**src/rtl/check_ram.sv**
```systemverilog
// check_ram: AXI4 read-back memory checker.
// After a start request, reads BLOCKS bursts of BEATS_PER_BLOCK beats and
// compares every byte against FILL_VALUE. It reports the mismatching beat
// count, the sticky RRESP and RLAST flags, and the cycles the check took.
// Optional feature: define CHECK_RAM_ERR_ADDR_CAPTURE_EN to record the byte
// address of the first mismatching beat in first_err_addr.
module check_ram #(
    parameter int unsigned DW              = 512,
    parameter logic [7:0]  FILL_VALUE      = 8'hFC,
    parameter logic [63:0] BASE_ADDR       = 64'h0,
    parameter int unsigned BLOCK_BYTES     = 4096,
    parameter int unsigned BEATS_PER_BLOCK = 64,
    parameter int unsigned BLOCKS          = 1024
) (
    input  logic          clk,
    input  logic          resetn,
    input  logic          start_async,
    output logic          idle,
    output logic [63:0]   elapsed,
    output logic [31:0]   error_count,
    output logic [63:0]   first_err_addr,
    output logic          rresp_err,
    output logic          rlast_err,
    output logic [63:0]   M_AXI_ARADDR,
    output logic [7:0]    M_AXI_ARLEN,
    output logic [2:0]    M_AXI_ARSIZE,
    output logic [1:0]    M_AXI_ARBURST,
    output logic [3:0]    M_AXI_ARID,
    output logic          M_AXI_ARLOCK,
    output logic [3:0]    M_AXI_ARCACHE,
    output logic [3:0]    M_AXI_ARQOS,
    output logic [2:0]    M_AXI_ARPROT,
    output logic          M_AXI_ARVALID,
    input  logic          M_AXI_ARREADY,
    input  logic [DW-1:0] M_AXI_RDATA,
    input  logic [1:0]    M_AXI_RRESP,
    input  logic          M_AXI_RLAST,
    input  logic          M_AXI_RVALID,
    output logic          M_AXI_RREADY
);

    localparam int unsigned   BEAT_BYTES = DW / 8;
    localparam logic [DW-1:0] FILL_WORD  = {BEAT_BYTES{FILL_VALUE}};
    localparam logic [7:0]    LAST_BEAT  = 8'(BEATS_PER_BLOCK - 1);
    localparam logic [31:0]   LAST_BLK   = 32'(BLOCKS - 1);
    localparam logic [31:0]   NUM_BLK    = 32'(BLOCKS);
    localparam logic [63:0]   BLK_STRIDE = 64'(BLOCK_BYTES);

    // Saturating increment for the mismatch counter.
    function automatic logic [31:0] sat_inc32(input logic [31:0] v);
        if (v == 32'hFFFF_FFFF)
            return v;
        return v + 32'd1;
    endfunction

    // Constant burst shape and attributes.
    assign M_AXI_ARLEN   = LAST_BEAT;
    assign M_AXI_ARSIZE  = 3'($clog2(BEAT_BYTES));
    assign M_AXI_ARBURST = 2'b01;
    assign M_AXI_ARID    = 4'h0;
    assign M_AXI_ARLOCK  = 1'b0;
    assign M_AXI_ARCACHE = 4'h0;
    assign M_AXI_ARQOS   = 4'h0;
    assign M_AXI_ARPROT  = 3'h0;
    assign M_AXI_RREADY  = 1'b1;

    //--------------------------------------------------------------------
    // Start synchronizer and rising-edge detect
    //--------------------------------------------------------------------
    logic start_sync_p0;
    logic start_sync_p1;
    logic start_sync_p2;
    logic start_pulse;
    logic start_ok;

    // Two flops resynchronize start_async; the third marks its previous level.
    always_ff @(posedge clk or negedge resetn) begin
        if (!resetn) begin
            start_sync_p0 <= 1'b0;
            start_sync_p1 <= 1'b0;
            start_sync_p2 <= 1'b0;
        end else begin
            start_sync_p0 <= start_async;
            start_sync_p1 <= start_sync_p0;
            start_sync_p2 <= start_sync_p1;
        end
    end

    assign start_pulse = start_sync_p1 & ~start_sync_p2;
    // A start that arrives while a check is running is dropped by both FSMs.
    assign start_ok    = start_pulse & idle;

    //--------------------------------------------------------------------
    // AR channel FSM
    //--------------------------------------------------------------------
    typedef enum logic {AR_IDLE, AR_ISSUE} ar_state_t;

    ar_state_t   ar_state;
    ar_state_t   ar_state_nxt;
    logic [63:0] araddr_nxt;
    logic        arvalid_nxt;
    logic [31:0] ar_blk;
    logic [31:0] ar_blk_nxt;

    // AR state, address, valid and issued-block count registers.
    always_ff @(posedge clk or negedge resetn) begin
        if (!resetn) begin
            ar_state      <= AR_IDLE;
            M_AXI_ARADDR  <= 64'h0;
            M_AXI_ARVALID <= 1'b0;
            ar_blk        <= 32'h0;
        end else begin
            ar_state      <= ar_state_nxt;
            M_AXI_ARADDR  <= araddr_nxt;
            M_AXI_ARVALID <= arvalid_nxt;
            ar_blk        <= ar_blk_nxt;
        end
    end

    // Issue one burst per block; the address only moves on a handshake.
    always_comb begin
        ar_state_nxt = ar_state;
        araddr_nxt   = M_AXI_ARADDR;
        arvalid_nxt  = M_AXI_ARVALID;
        ar_blk_nxt   = ar_blk;
        case (ar_state)
            AR_IDLE: begin
                if (start_ok) begin
                    araddr_nxt   = BASE_ADDR;
                    arvalid_nxt  = 1'b1;
                    ar_blk_nxt   = 32'd1;
                    ar_state_nxt = AR_ISSUE;
                end
            end
            AR_ISSUE: begin
                if (M_AXI_ARVALID && M_AXI_ARREADY) begin
                    if (ar_blk == NUM_BLK) begin
                        arvalid_nxt  = 1'b0;
                        ar_state_nxt = AR_IDLE;
                    end else begin
                        araddr_nxt = M_AXI_ARADDR + BLK_STRIDE;
                        ar_blk_nxt = ar_blk + 32'd1;
                    end
                end
            end
            default: ar_state_nxt = AR_IDLE;
        endcase
    end

    //--------------------------------------------------------------------
    // R channel FSM
    //--------------------------------------------------------------------
    typedef enum logic {R_IDLE, R_CHECK} r_state_t;

    r_state_t    r_state;
    r_state_t    r_state_nxt;
    logic        idle_nxt;
    logic [63:0] elapsed_nxt;
    logic [31:0] error_count_nxt;
    logic        rresp_err_nxt;
    logic        rlast_err_nxt;
    logic [7:0]  beat_cnt;
    logic [7:0]  beat_cnt_nxt;
    logic [31:0] r_blk;
    logic [31:0] r_blk_nxt;

    logic        beat_fire;
    logic        beat_bad;
    logic        last_beat;

    // Beats outside a check (including one coinciding with start) are ignored.
    assign beat_fire = (r_state == R_CHECK) && M_AXI_RVALID;
    assign beat_bad  = (M_AXI_RDATA != FILL_WORD);
    assign last_beat = (beat_cnt == LAST_BEAT);

    // R state, status outputs and beat/block position registers.
    always_ff @(posedge clk or negedge resetn) begin
        if (!resetn) begin
            r_state     <= R_IDLE;
            idle        <= 1'b1;
            elapsed     <= 64'h0;
            error_count <= 32'h0;
            rresp_err   <= 1'b0;
            rlast_err   <= 1'b0;
            beat_cnt    <= 8'h0;
            r_blk       <= 32'h0;
        end else begin
            r_state     <= r_state_nxt;
            idle        <= idle_nxt;
            elapsed     <= elapsed_nxt;
            error_count <= error_count_nxt;
            rresp_err   <= rresp_err_nxt;
            rlast_err   <= rlast_err_nxt;
            beat_cnt    <= beat_cnt_nxt;
            r_blk       <= r_blk_nxt;
        end
    end

    // Check each beat, track its position, and finish after the last block.
    always_comb begin
        r_state_nxt     = r_state;
        idle_nxt        = idle;
        elapsed_nxt     = elapsed;
        error_count_nxt = error_count;
        rresp_err_nxt   = rresp_err;
        rlast_err_nxt   = rlast_err;
        beat_cnt_nxt    = beat_cnt;
        r_blk_nxt       = r_blk;

        if (!idle)
            elapsed_nxt = elapsed + 64'd1;

        case (r_state)
            R_IDLE: begin
                if (start_ok) begin
                    idle_nxt        = 1'b0;
                    elapsed_nxt     = 64'h0;
                    error_count_nxt = 32'h0;
                    rresp_err_nxt   = 1'b0;
                    rlast_err_nxt   = 1'b0;
                    beat_cnt_nxt    = 8'h0;
                    r_blk_nxt       = 32'h0;
                    r_state_nxt     = R_CHECK;
                end
            end
            R_CHECK: begin
                if (beat_fire) begin
                    if (beat_bad)
                        error_count_nxt = sat_inc32(error_count);
                    if (M_AXI_RRESP != 2'b00)
                        rresp_err_nxt = 1'b1;
                    if (M_AXI_RLAST != last_beat)
                        rlast_err_nxt = 1'b1;
                    // Block position follows the beat count, not RLAST.
                    if (last_beat) begin
                        beat_cnt_nxt = 8'h0;
                        r_blk_nxt    = r_blk + 32'd1;
                        if (r_blk == LAST_BLK) begin
                            idle_nxt    = 1'b1;
                            r_state_nxt = R_IDLE;
                        end
                    end else begin
                        beat_cnt_nxt = beat_cnt + 8'd1;
                    end
                end
            end
            default: r_state_nxt = R_IDLE;
        endcase
    end

`ifdef CHECK_RAM_ERR_ADDR_CAPTURE_EN
    //--------------------------------------------------------------------
    // First mismatch address capture
    //--------------------------------------------------------------------
    logic [63:0] beat_addr;
    logic [63:0] beat_addr_nxt;
    logic [63:0] blk_addr;
    logic [63:0] blk_addr_nxt;
    logic [63:0] first_err_nxt;
    logic        cap_vld;
    logic        cap_vld_nxt;

    // Walk the beat address alongside the R FSM; latch it on the first miss.
    always_comb begin
        beat_addr_nxt = beat_addr;
        blk_addr_nxt  = blk_addr;
        first_err_nxt = first_err_addr;
        cap_vld_nxt   = cap_vld;
        if (start_ok) begin
            beat_addr_nxt = BASE_ADDR;
            blk_addr_nxt  = BASE_ADDR;
            cap_vld_nxt   = 1'b0;
        end else if (beat_fire) begin
            if (beat_bad && !cap_vld) begin
                first_err_nxt = beat_addr;
                cap_vld_nxt   = 1'b1;
            end
            if (last_beat) begin
                blk_addr_nxt  = blk_addr + BLK_STRIDE;
                beat_addr_nxt = blk_addr + BLK_STRIDE;
            end else begin
                beat_addr_nxt = beat_addr + 64'(BEAT_BYTES);
            end
        end
    end

    // Address walkers are reloaded at every start, so they need no reset.
    always_ff @(posedge clk) begin
        beat_addr <= beat_addr_nxt;
        blk_addr  <= blk_addr_nxt;
    end

    // Captured address and its valid flag.
    always_ff @(posedge clk or negedge resetn) begin
        if (!resetn) begin
            first_err_addr <= 64'h0;
            cap_vld        <= 1'b0;
        end else begin
            first_err_addr <= first_err_nxt;
            cap_vld        <= cap_vld_nxt;
        end
    end
`else
    assign first_err_addr = 64'h0;
`endif

endmodule

```
**config.mk**
```make
export PLATFORM = sky130hd
export DESIGN_NAME = check_ram
export DESIGN_NICKNAME = d
export VERILOG_FILES = /design/src/rtl/check_ram.sv
export SDC_FILE = /design/constraint.sdc
export NUM_CORES = 1
export LEC_CHECK = 0
export CORE_AREA = 2 2 305 307
export CTS_CLUSTER_SIZE = 16
export DETAILED_ROUTE_END_ITERATION = 10
export DIE_AREA = 0 0 307 309
export HOLD_SLACK_MARGIN = 0.03
export PLACE_DENSITY_LB_ADDON = 0.05
export SLEW_MARGIN = 10
export SYNTH_ARGS = -nofsm -noshare
export SYNTH_HDL_FRONTEND = slang
export SYNTH_SLANG_ARGS = --single-unit
```
**constraint.sdc**
```tcl
create_clock -name clk -period 3.2 [get_ports clk]
set_input_delay 0.48 -clock clk [delete_from_list [all_inputs] [get_ports clk]]
set_output_delay 0.48 -clock clk [all_outputs]
set_load 0.005 [all_outputs]
```
==> summary.md, run 1 <==
| Metric | Value |
|---|---|
| Final Cell Area | `around 23000 um2` |
| DRT iter0 DRCs | `558` |
| Sequential Power Share | `a little under two fifths` |
| Status | `completed` |
| Post-synthesis instance area | `13730 um2` |
| Fmax | `331.8 MHz` |
| CP Max Fanout | `7` |
| Worst Path Buf+Inv | `5` |
| Global-route usage over all layers | `15.03%` |
| Nets | `2828` |
| Hold_ws | `0.3517 ns` |
| DP Area | `about 22000 um2` |
| Avg WL per Cell | `20.91 um` |
| Startpoint Class | `input port` |
| Largest area contributor in the netlist | `dfrtp_1` |
| P&R area growth vs syn | `69.30%` |
| Worst slack at placement | `-0.7673 ns` |
| Sequential area share after synthesis | `41.76%` |
| Syn_area_per_cell | `8.816 um2` |
| Leading cell types by count after synthesis | `dfrtp_1, nor2_1, nand2_1` |
| Area of the multi-input gates | `7370 um2` |
| Worst-path clk slew | `0.06 ns` |
| Die width | `between 300 and 400 um` |
| Pre-antenna DRT Iters | `7` |
| Crit path from | `M_AXI_RDATA[465]` |
| Hold Crit Endpoint | `start_sync_p1` |
| Worst-case reg-to-reg path depth | `10` |
| CP Class | `in2reg` |
| Top-area cell type share of the netlist area | `41.56%` |
| Max cap viols | `0` |
| Hold Crit Depth | `0` |
| Core area | `91390 um2` |
| Number of CTS-inserted buffers | `34` |
| Hold Fails Final Rpt | `0` |
| Setup WS post-layout | `approximately 0.19 ns` |
| Critical path endpoint category | `flip-flop` |
| Reg-to-reg endpoint | `error_count[7]` |
| Crit path DAT | `around 3.4 ns` |
| Final worst path period need | `about 3 ns` |
| Root Buffer | `clkbuf_16` |
| P_leak | `just over 0.009 uW` |
| # clock sinks | `approximately 230` |
| GPL Wtd Cong | `approximately 0.9` |
| Worst EP required | `~3.6 ns` |
| Worst-skew pair later-pin latency | `0.53 ns` |
| Critical Path, Cell by Cell | `clkdlybuf4s50_1 -> or4b_1 -> nor4_4 -> buf_4 -> nand3_1 -> nor4_4 -> buf_4 -> a41oi_4 -> and2_4 -> clkbuf_4 -> buf_4 -> a21oi_1 -> o32ai_1` |
| Synth unique cells | `75` |
| First-pass GRT wire length | `105200 um` |
| Initial antenna violation count | `22` |
| Num ports | `778` |
| Worst clock skew | `roughly 0.017 ns` |
| Most used cell, CP | `buf_4` |
| PD cells | `371.6 nW/um2` |
| Synth Flop Type | `dfrtp_1` |
| Cells after DPL | `3446` |
| Worst reg2reg path startpoint | `error_count[12]` |
| Syn Inst Count | `1557` |
| Die ar. | `94860 um2` |
| Vias per cell | `~4` |
| Initial core utilization | `15.02%` |
| DRC | `0` |
| # rows | `111` |
| Switching share of power | `27.08%` |
| Buffers on Ports | `671` |
| Layout cells sized above 1 | `7.828%` |
| Register bit total from synthesis | `229` |
| ANT nets after route | `0` |
| Count leader, synth | `dfrtp_1` |
| FFs w/ async S/R, synth | `100.0%` |
| Vias | `14370` |
| Max-slew violation count | `0` |
| Crit-path max cell delay | `~0.57 ns` |
| Worst slew pin tran | `0.6826 ns` |
| CTS tree | `built` |
| Clock Power Share | `42.6%` |
| DP HPWL | `60550 um` |
| Hold crit path type | `reg2reg` |
| Grt ovf | `0` |
| Int Pwr | `6298 uW` |
| Largest net degree at the start of global routing | `99` |
| Number of synthesized flops with an enable pin | `0` |
| Net Sw Power | `2338 uW` |
| Fin cells | `3524` |
| CP top delay family | `simple AND/OR/NAND/NOR gates` |
| Synth area leaders | `dfrtp_1, xor2_1, buf_4, nor2_1, nand2_1` |
| Filler Cell Count | `roughly 9800` |
| Vias in the first global route | `14860` |
| Die H | `around 310 um` |
| Period utilization | `94.17%` |
| Min-delay src | `start_sync_p0` |
| Max H-tree Level | `2` |
| Power, Total | `8636 uW` |
| Drt total wl | `around 74000 um` |
| Finish-stage setup viols | `0` |
| RSZ-0062 raised after global routing | `false` |
| R2R setup slack | `between 0.3 and 0.4 ns` |
| Relative slew margins | `between 50% and 60%` |
| Gate power share | `19.5%` |
| Crit-path slowest cell | `or4b_1` |
| Worst vdd ir | `0.2641 mV` |
| Syn. warnings | `0` |
| Maximum clock path buffer count | `3` |
| Register area | `approximately 5700 um2` |
## routing by layer
metal | GRT usage (%) | vias to the layer above | part of all wire, %
li1 | - | 6913 | -
met1 | 19.80 | 6881 | 45
met2 | 24.38 | 492 | 46
met3 | 3.254 | 80 | 6.0
met4 | 4.878 | 4 | 2.9
met5 | 0 | - | 0.049
## through the flow
| step | util [%] | setup TNS, ns |
|---|---|---|
| 6_report | 25.43 | 0 |
| 3_3_place_gp | 24.06 | -19.40 |
| 3_5_place_dp | 24.06 | -21.63 |
| 4_1_cts | 25.30 | 0 |
| 2_1_floorplan | - | 0 |
| 5_1_grt | 25.42 | 0 |
## layout by cell type (no fill, tap or decap), types with 9 or more instances in the layout
| cell type | synthesis | layout |
|---|---|---|
| clkdlybuf4s50_1 | 0 | 669 |
| dfrtp_1 | 228 | 228 |
| nor2_1 | 202 | 199 |
| nand2_1 | 160 | 160 |
| conb_1 | 2 | 106 |
| nand4_1 | 94 | 94 |
| xor2_1 | 93 | 93 |
| nand3_1 | 75 | 75 |
| buf_4 | 107 | 73 |
| nor4_1 | 67 | 60 |
| a21oi_1 | 56 | 56 |
| o21ai_0 | 52 | 52 |
| or3_1 | 51 | 51 |
| xnor2_1 | 43 | 43 |
| nand4b_1 | 43 | 43 |
| clkbuf_16 | 0 | 35 |
| nor3_1 | 33 | 33 |
| and3_1 | 30 | 30 |
| inv_1 | 25 | 25 |
| and4_1 | 15 | 15 |
| diode_2 | 0 | 13 |
| nand4bb_1 | 11 | 11 |
| and3_2 | 11 | 11 |
| clkbuf_1 | 31 | 10 |
| and2_1 | 9 | 9 |
## timing repair
| item | in CTS | in global routing |
|---|---|---|
| resized for setup | 7 | 7 |
| hold endpoints to repair | 64 | 0 |
| hold buffers | 1 | 0 |
| setup endpoints to repair | 27 | 30 |
| setup buffers | 0 | 4 |
| pin swaps | 1 | 3 |
## flip-flops by register name (all words and copies together) (netlist names), 8 cells and up
register,flops
elapsed,64
error_count,32
M_AXI_ARADDR,52
r_blk,32
ar_blk,32
beat_cnt,8
## power groups by stage
stage	clock [uW]	combinational [uW]	sequential, uW
2_1_floorplan	0	598	3300
3_3_place_gp	0	1670	3320
3_5_place_dp	0	1680	3320
4_1_cts	3870	1690	3280
5_1_grt	3980	1840	3310
6_report	3680	1680	3280
## worst register-to-register path, delay by kind of cell, from the launching register on
family,cells,cell delay (ns)
DFF,1,0.44
and+or+nand+nor,6,1.75
buffers and inverters,2,0.34
AOI/OAI and AO/OA,2,0.22
## cell type report
class / count / area share (%)
sequential: 229 / 24.66
tap: 1186 / 6.385
clock inverter: 8 / 0.2800
clock buffer: 52 / 4.345
timing repair buffer: 754 / 32.06
antenna: 13 / 0.1400
inverter: 26 / 0.4199
multi-input combinational: 1256 / 31.71
## cells by family (layout without fill, tap and decap cells)
family          count (synthesis)  count (layout)  share of synthesized area [%]
simple gates                  841             841                          32.76
buf+inv                       176             840                          8.149
compound gates                161             161                          7.584
fa+ha+maj                       7               7                         0.6380
flops                         229             229                          41.76
xor+xnor                      136             136                          8.677
other cells                     2             119                        0.05471
mux                             5               5                         0.3828
## worst max-delay path by stage
stage / end / slack, ns / cells past startpoint
final: error_count[7] / 0.19 / 13
after floorplan: error_count[10] / 0.36 / 9
after global routing: error_count[7] / 0.02 / 13
after detailed placement: error_count[2] / -0.77 / 12
after global placement: error_count[25] / -0.68 / 11
after CTS: error_count[17] / 0.005 / 12
No activity file was read; power rests on OpenSTA's default activity.
==> inputs of run 2 (changes only) <==
--- a/config.mk
+++ b/config.mk
@@ -11,6 +11,7 @@
 export DIE_AREA = 0 0 307 309
 export HOLD_SLACK_MARGIN = 0.03
 export PLACE_DENSITY_LB_ADDON = 0.05
+export SETUP_SLACK_MARGIN = 0.02
 export SLEW_MARGIN = 10
 export SYNTH_ARGS = -nofsm -noshare
 export SYNTH_HDL_FRONTEND = slang
==> summary.md, run 2 (synthesis results as in run 1) <==
| Metric | Value |
|---|---|
| Hold crit path type | `reg2reg` |
| Commonest non-fill, non-tap cell in the layout | `clkdlybuf4s50_1` |
| Hold Fails Final Rpt | `0` |
| Layout cells sized above 1 | `7.752%` |
| Period utilization | `between 90 and 100%` |
| Grt ovf | `0` |
| Largest Register | `elapsed` |
| Filler Cell Count | `9815` |
| P_leak | `0.009152 uW` |
| Vias per cell | `about 4.1` |
| Avg WL per Cell | `between 20 and 25 um` |
| Max H-tree Level | `2` |
| CTS tree | `built` |
| Setup Buffers After CTS | `0` |
| GPL Wtd Cong | `just under 0.9` |
| Initial antenna violation count | `22` |
| DRT iter0 DRCs | `606` |
| Worst vdd ir | `0.2635 mV` |
| Worst EP required | `3.61 ns` |
| Worst slew pin tran | `~0.80 ns` |
| Max-slew violation count | `0` |
| Hold_ws | `0.3500 ns` |
| Worst-path clk slew | `0.06 ns` |
| Crit path DAT | `3.37 ns` |
| Most frequent cells in the layout | `clkdlybuf4s50_1, dfrtp_1, nor2_1` |
| Status | `completed` |
| Max cap viols | `0` |
| Initial core utilization | `15.02%` |
| Setup WS post-layout | `about 0.24 ns` |
| Die width | `307 um` |
| # rows | `111` |
| Critical path endpoint category | `flip-flop` |
| Startpoint Class | `input port` |
| Largest net degree at the start of global routing | `99` |
| Buffers on Ports | `roughly 670` |
| # clock sinks | `229` |
| PD cells | `371.9 nW/um2` |
| Drt total wl | `73680 um` |
| P&R area growth vs syn | `69.09%` |
| Power, Total | `8632 uW` |
| RSZ-0062 raised after global routing | `false` |
| DP HPWL | `60550 um` |
| Core area | `91390 um2` |
| Fin Setup TNS | `0 ns` |
| ANT nets after route | `0` |
| Maximum clock path buffer count | `3` |
| CP Max Fanout | `7` |
| DRC | `0` |
| Final worst path period need | `2.957 ns` |
| Worst-skew pair later-pin latency | `0.54 ns` |
| Max FFs per register | `64` |
| Root Buffer | `clkbuf_16` |
| Pre-antenna DRT Iters | `7` |
| Fmax | `338.2 MHz` |
| Die ar. | `94860 um2` |
| Vias | `14350` |
| Number of CTS-inserted buffers | `34` |
| Top Registers | `elapsed: 64 flops, M_AXI_ARADDR: 52 flops` |
| Worst clock skew | `0.01626 ns` |
| Worst slack at placement | `-0.7673 ns` |
| CP Class | `in2reg` |
| Relative slew margins | `46.14%` |
| Num ports | `just under 800` |
| Vias in the first global route | `14880` |
| First-pass GRT wire length | `roughly 110000 um` |
| Die H | `309 um` |
| Global-route usage over all layers | `roughly 15%` |
| Nets | `2825` |
| Finish-stage setup viols | `0` |
[run 2: cell count changes in the layout (fill, tap and decap cells not counted), sizes merged]
| cell | change |
|---|---|
| buf | -3 |
| and2 | +1 |
| clkbuf | -1 |
[run 2: stage by stage]
stage | instance area (um2) | instances | utilization (%)
final | 23210 | 3521 | 25.40
after CTS | 23140 | 3508 | 25.32
after detailed placement | 21990 | 3446 | 24.06
after global placement | 21990 | 3446 | 24.06
after global routing | 23200 | 3517 | 25.39
after floorplan | 14120 | 1661 | -
[run 2: final timing paths]
path                             startpoint               end  slack [ns]  cells past startpoint
setup / recovery           M_AXI_RDATA[465]   error_count[17]        0.24                     11
hold / removal                start_sync_p0     start_sync_p1        0.35                      0
setup reg to reg                  ar_blk[0]  M_AXI_ARADDR[22]        0.40                     12
hold reg to reg               start_sync_p0     start_sync_p1        0.35                      0
max in group asynchronous            resetn       elapsed[49]        1.83                      3
min in group asynchronous            resetn  M_AXI_ARADDR[37]        0.51                      2
[run 2: layout make-up]
type | instances | area, um2 | area share, %
inverter | 26 | 97.59 | 0.4205
clock inverter | 8 | 65.06 | 0.2803
multi-input combinational | 1257 | 7380 | 31.79
tap | 1186 | 1484 | 6.393
clock buffer | 52 | 1010 | 4.350
timing repair buffer | 750 | 7411 | 31.93
sequential | 229 | 5732 | 24.69
antenna | 13 | 32.53 | 0.1402
[run 2: layer usage]
| metal | vias to the layer above | wire [um] | global-route usage (%) |
|---|---|---|---|
| li1 | 6909 | - | - |
| met1 | 6874 | 33380 | 19.85 |
| met2 | 485 | 33790 | 24.45 |
| met3 | 80 | 4322 | 3.254 |
| met4 | 4 | 2151 | 4.878 |
| met5 | - | 36 | 0 |
[run 2: critical path: stages]
cell and delay, ns:
clkdlybuf4s50_1 0.39, or4b_1 0.57, nor4_4 0.22, buf_4 0.16, nand3_1 0.12, nor4_4 0.30, buf_4 0.18, a41oi_4 0.19
and2_4 0.28, buf_12 0.14, a221o_1 0.31
[run 2: where the power goes]
group,internal (uW),switching (uW)
Combinational,1040,635
Sequential,3060,218
Clock,2190,1490
Total,6290,2340
[run 2: what timing repair did]
action                                  in CTS  in global routing
pin swaps                                    1                  3
hold buffers                                 1                  0
cloned                                       1                  0
gates resized for setup                      8                  8
hold endpoints to repair                    64                  0
endpoints found under the setup margin      27                 29
==> inputs of run 3 (changes only) <==
--- a/config.mk
+++ b/config.mk
@@ -5,10 +5,10 @@
 export SDC_FILE = /design/constraint.sdc
 export NUM_CORES = 1
 export LEC_CHECK = 0
-export CORE_AREA = 2 2 305 307
+export CORE_AREA = 2 2 303 305
 export CTS_CLUSTER_SIZE = 16
 export DETAILED_ROUTE_END_ITERATION = 10
-export DIE_AREA = 0 0 307 309
+export DIE_AREA = 0 0 305 307
 export HOLD_SLACK_MARGIN = 0.03
 export PLACE_DENSITY_LB_ADDON = 0.05
 export SETUP_SLACK_MARGIN = 0.02
==> constraint.sdc (replaced) <==
create_clock -name clk -period 2.4 [get_ports clk]
set_input_delay 0.36 -clock clk [delete_from_list [all_inputs] [get_ports clk]]
set_output_delay 0.36 -clock clk [all_outputs]
set_load 0.005 [all_outputs]
==> summary.md, run 3 (synthesis results as in run 1) <==
| Metric | Value |
|---|---|
| DP Area | `roughly 24000 um2` |
| GPL Wtd Cong | `a little over 0.9` |
| Hold_ws | `0.2687 ns` |
| Fmax | `389.4 MHz` |
| # clock sinks | `roughly 230` |
| Finish-stage setup viols | `26` |
| PD cells | `470.3 nW/um2` |
| Pre-antenna DRT Iters | `5` |
| Max FFs per register | `64` |
| Die H | `307 um` |
| Status | `finished with violations` |
| P_leak | `0.01155 uW` |
| CP Class | `reg2reg` |
| Worst-path clk slew | `0.06 ns` |
| Grt ovf | `0` |
| DRT iter0 DRCs | `555` |
| Critical Path, Cell by Cell | `and4_1 -> and3_4 -> and4_4 -> nand3_4 -> or4_4 -> buf_6 -> and2_4 -> buf_12 -> a221o_2` |
| First-pass GRT wire length | `about 110000 um` |
| Top Registers | `elapsed: 64 flops, M_AXI_ARADDR: 52 flops` |
| Vias | `15220` |
| Period utilization | `107.0%` |
| Largest net degree at the start of global routing | `61` |
| Final Cell Area | `about 26000 um2` |
| Worst-skew pair later-pin latency | `about 0.54 ns` |
| Startpoint Class | `flip-flop` |
| Min-delay src | `start_async` |
| P&R area growth vs syn | `90.87%` |
| Failing checks | `negative setup slack` |
| Setup WS post-layout | `-0.1680 ns` |
| Avg WL per Cell | `~19 um` |
| Hold Fails Final Rpt | `0` |
| Largest Register | `elapsed` |
| # rows | `111` |
| Crit path from | `error_count[16]` |
| Max H-tree Level | `2` |
| Number of CTS-inserted buffers | `34` |
| DP HPWL | `59400 um` |
| Worst EP required | `roughly 2.8 ns` |
| Met1 WL | `31800 um` |
| Max cap viols | `0` |
| Initial core utilization | `15.14%` |
| RSZ-0062 raised after global routing | `true` |
| Initial antenna violation count | `11` |
| Worst slack at placement | `-1.474 ns` |
| Final core occ | `28.89%` |
| Core area | `~91000 um2` |
| Crit path DAT | `2.99 ns` |
| Final worst path period need | `2.568 ns` |
| Layout cells sized above 1 | `roughly 22%` |
| Crit-path max cell delay | `0.53 ns` |
| Crit-path slowest cell | `or4_4` |
| Die width | `about 300 um` |
| Drt total wl | `73020 um` |
| Most frequent cells in the layout | `clkdlybuf4s50_1, buf_4, dfrtp_1` |
| CP Max Fanout | `4` |
| Worst clock skew | `0.01728 ns` |
| Relative slew margins | `57.03%` |
| Met3 wire length | `5262 um` |
| CP top delay family | `simple AND/OR/NAND/NOR gates` |
| Die ar. | `approximately 94000 um2` |
| Max-slew violation count | `0` |
| Maximum clock path buffer count | `3` |
| Commonest non-fill, non-tap cell in the layout | `clkdlybuf4s50_1` |
| Buffers on Ports | `about 670` |
| Worst Path Buf+Inv | `2` |
| Worst vdd ir | `0.4037 mV` |
| Max Used Layer | `met5` |
| Vias per cell | `4.060` |
| CTS tree | `built` |
| Routed wire length on met2 | `34800 um` |
| Root Buffer | `clkbuf_16` |
| Worst slew pin tran | `0.6378 ns` |
| Worst reg2reg path startpoint | `error_count[16]` |
| Nets | `between 3000 and 4000` |
| ANT nets after route | `0` |
| Critical path endpoint category | `flip-flop` |
| Vias in the first global route | `about 16000` |
| Global-route usage over all layers | `15.27%` |
| Hold crit path type | `in2reg` |
| Num ports | `778` |
| DRC | `0` |
run 3: layout make-up:
type,count,area [um2]
inverters,26,97.59
multi-input cells,1261,8349
flip-flops and latches,229,5732
fillers,9629,64490
repair buffers,982,9348
diodes,3,7.507
clock buffers,55,1124
clock inverters,6,58.81
well taps,1186,1484
run 3: what timing repair did:
item                       4_1_cts  5_1_grt
hold buffers                     1        0
cloned                           7        0
hold endpoints to repair        51        0
buffers inserted                23       14
setup endpoints to repair      122      110
pin swaps                      123      108
resized for setup              269      187
run 3: final timing paths:
path                              endpoint  slack, ns  cells past startpoint
min reg2reg                  start_sync_p1       0.35                      0
min in group asynchronous      elapsed[47]       0.39                      2
min                          start_sync_p0       0.27                      1
max in group asynchronous  error_count[30]       1.17                      3
max reg2reg                 error_count[9]      -0.17                      9
max                         error_count[9]      -0.17                      9
run 3: through the flow:
step | cells | power (uW) | setup TNS, ns
after global routing | 3746 | 13050 | -6.276
after CTS | 3732 | 12600 | -2.397
after floorplan | 1661 | 5204 | -2.167
final | 3748 | 12320 | -2.952
after detailed placement | 3642 | 7054 | -58.10
after global placement | 3642 | 7052 | -55.82
run 3: worst register-to-register path, stage by stage, from the launching register on:
cell and delay, ns:
dfrtp_1 0.35, and4_1 0.22, and3_4 0.22, and4_4 0.26
nand3_4 0.08, or4_4 0.53, buf_6 0.15, and2_4 0.19
buf_12 0.14, a221o_2 0.32
run 3: report_power, final:
| part | internal (uW) | switching (uW) |
|---|---|---|
| Clock | 3300 | 1980 |
| Sequential | 4080 | 130 |
| Combinational | 1690 | 1140 |
| Total | 9070 | 3250 |
run 3: routing by layer:
layer	track usage [%]	up-vias
met1	19.24	7250
met4	2.786	12
met3	4.638	72
li1	-	7380
met5	0	-
met2	25.80	504
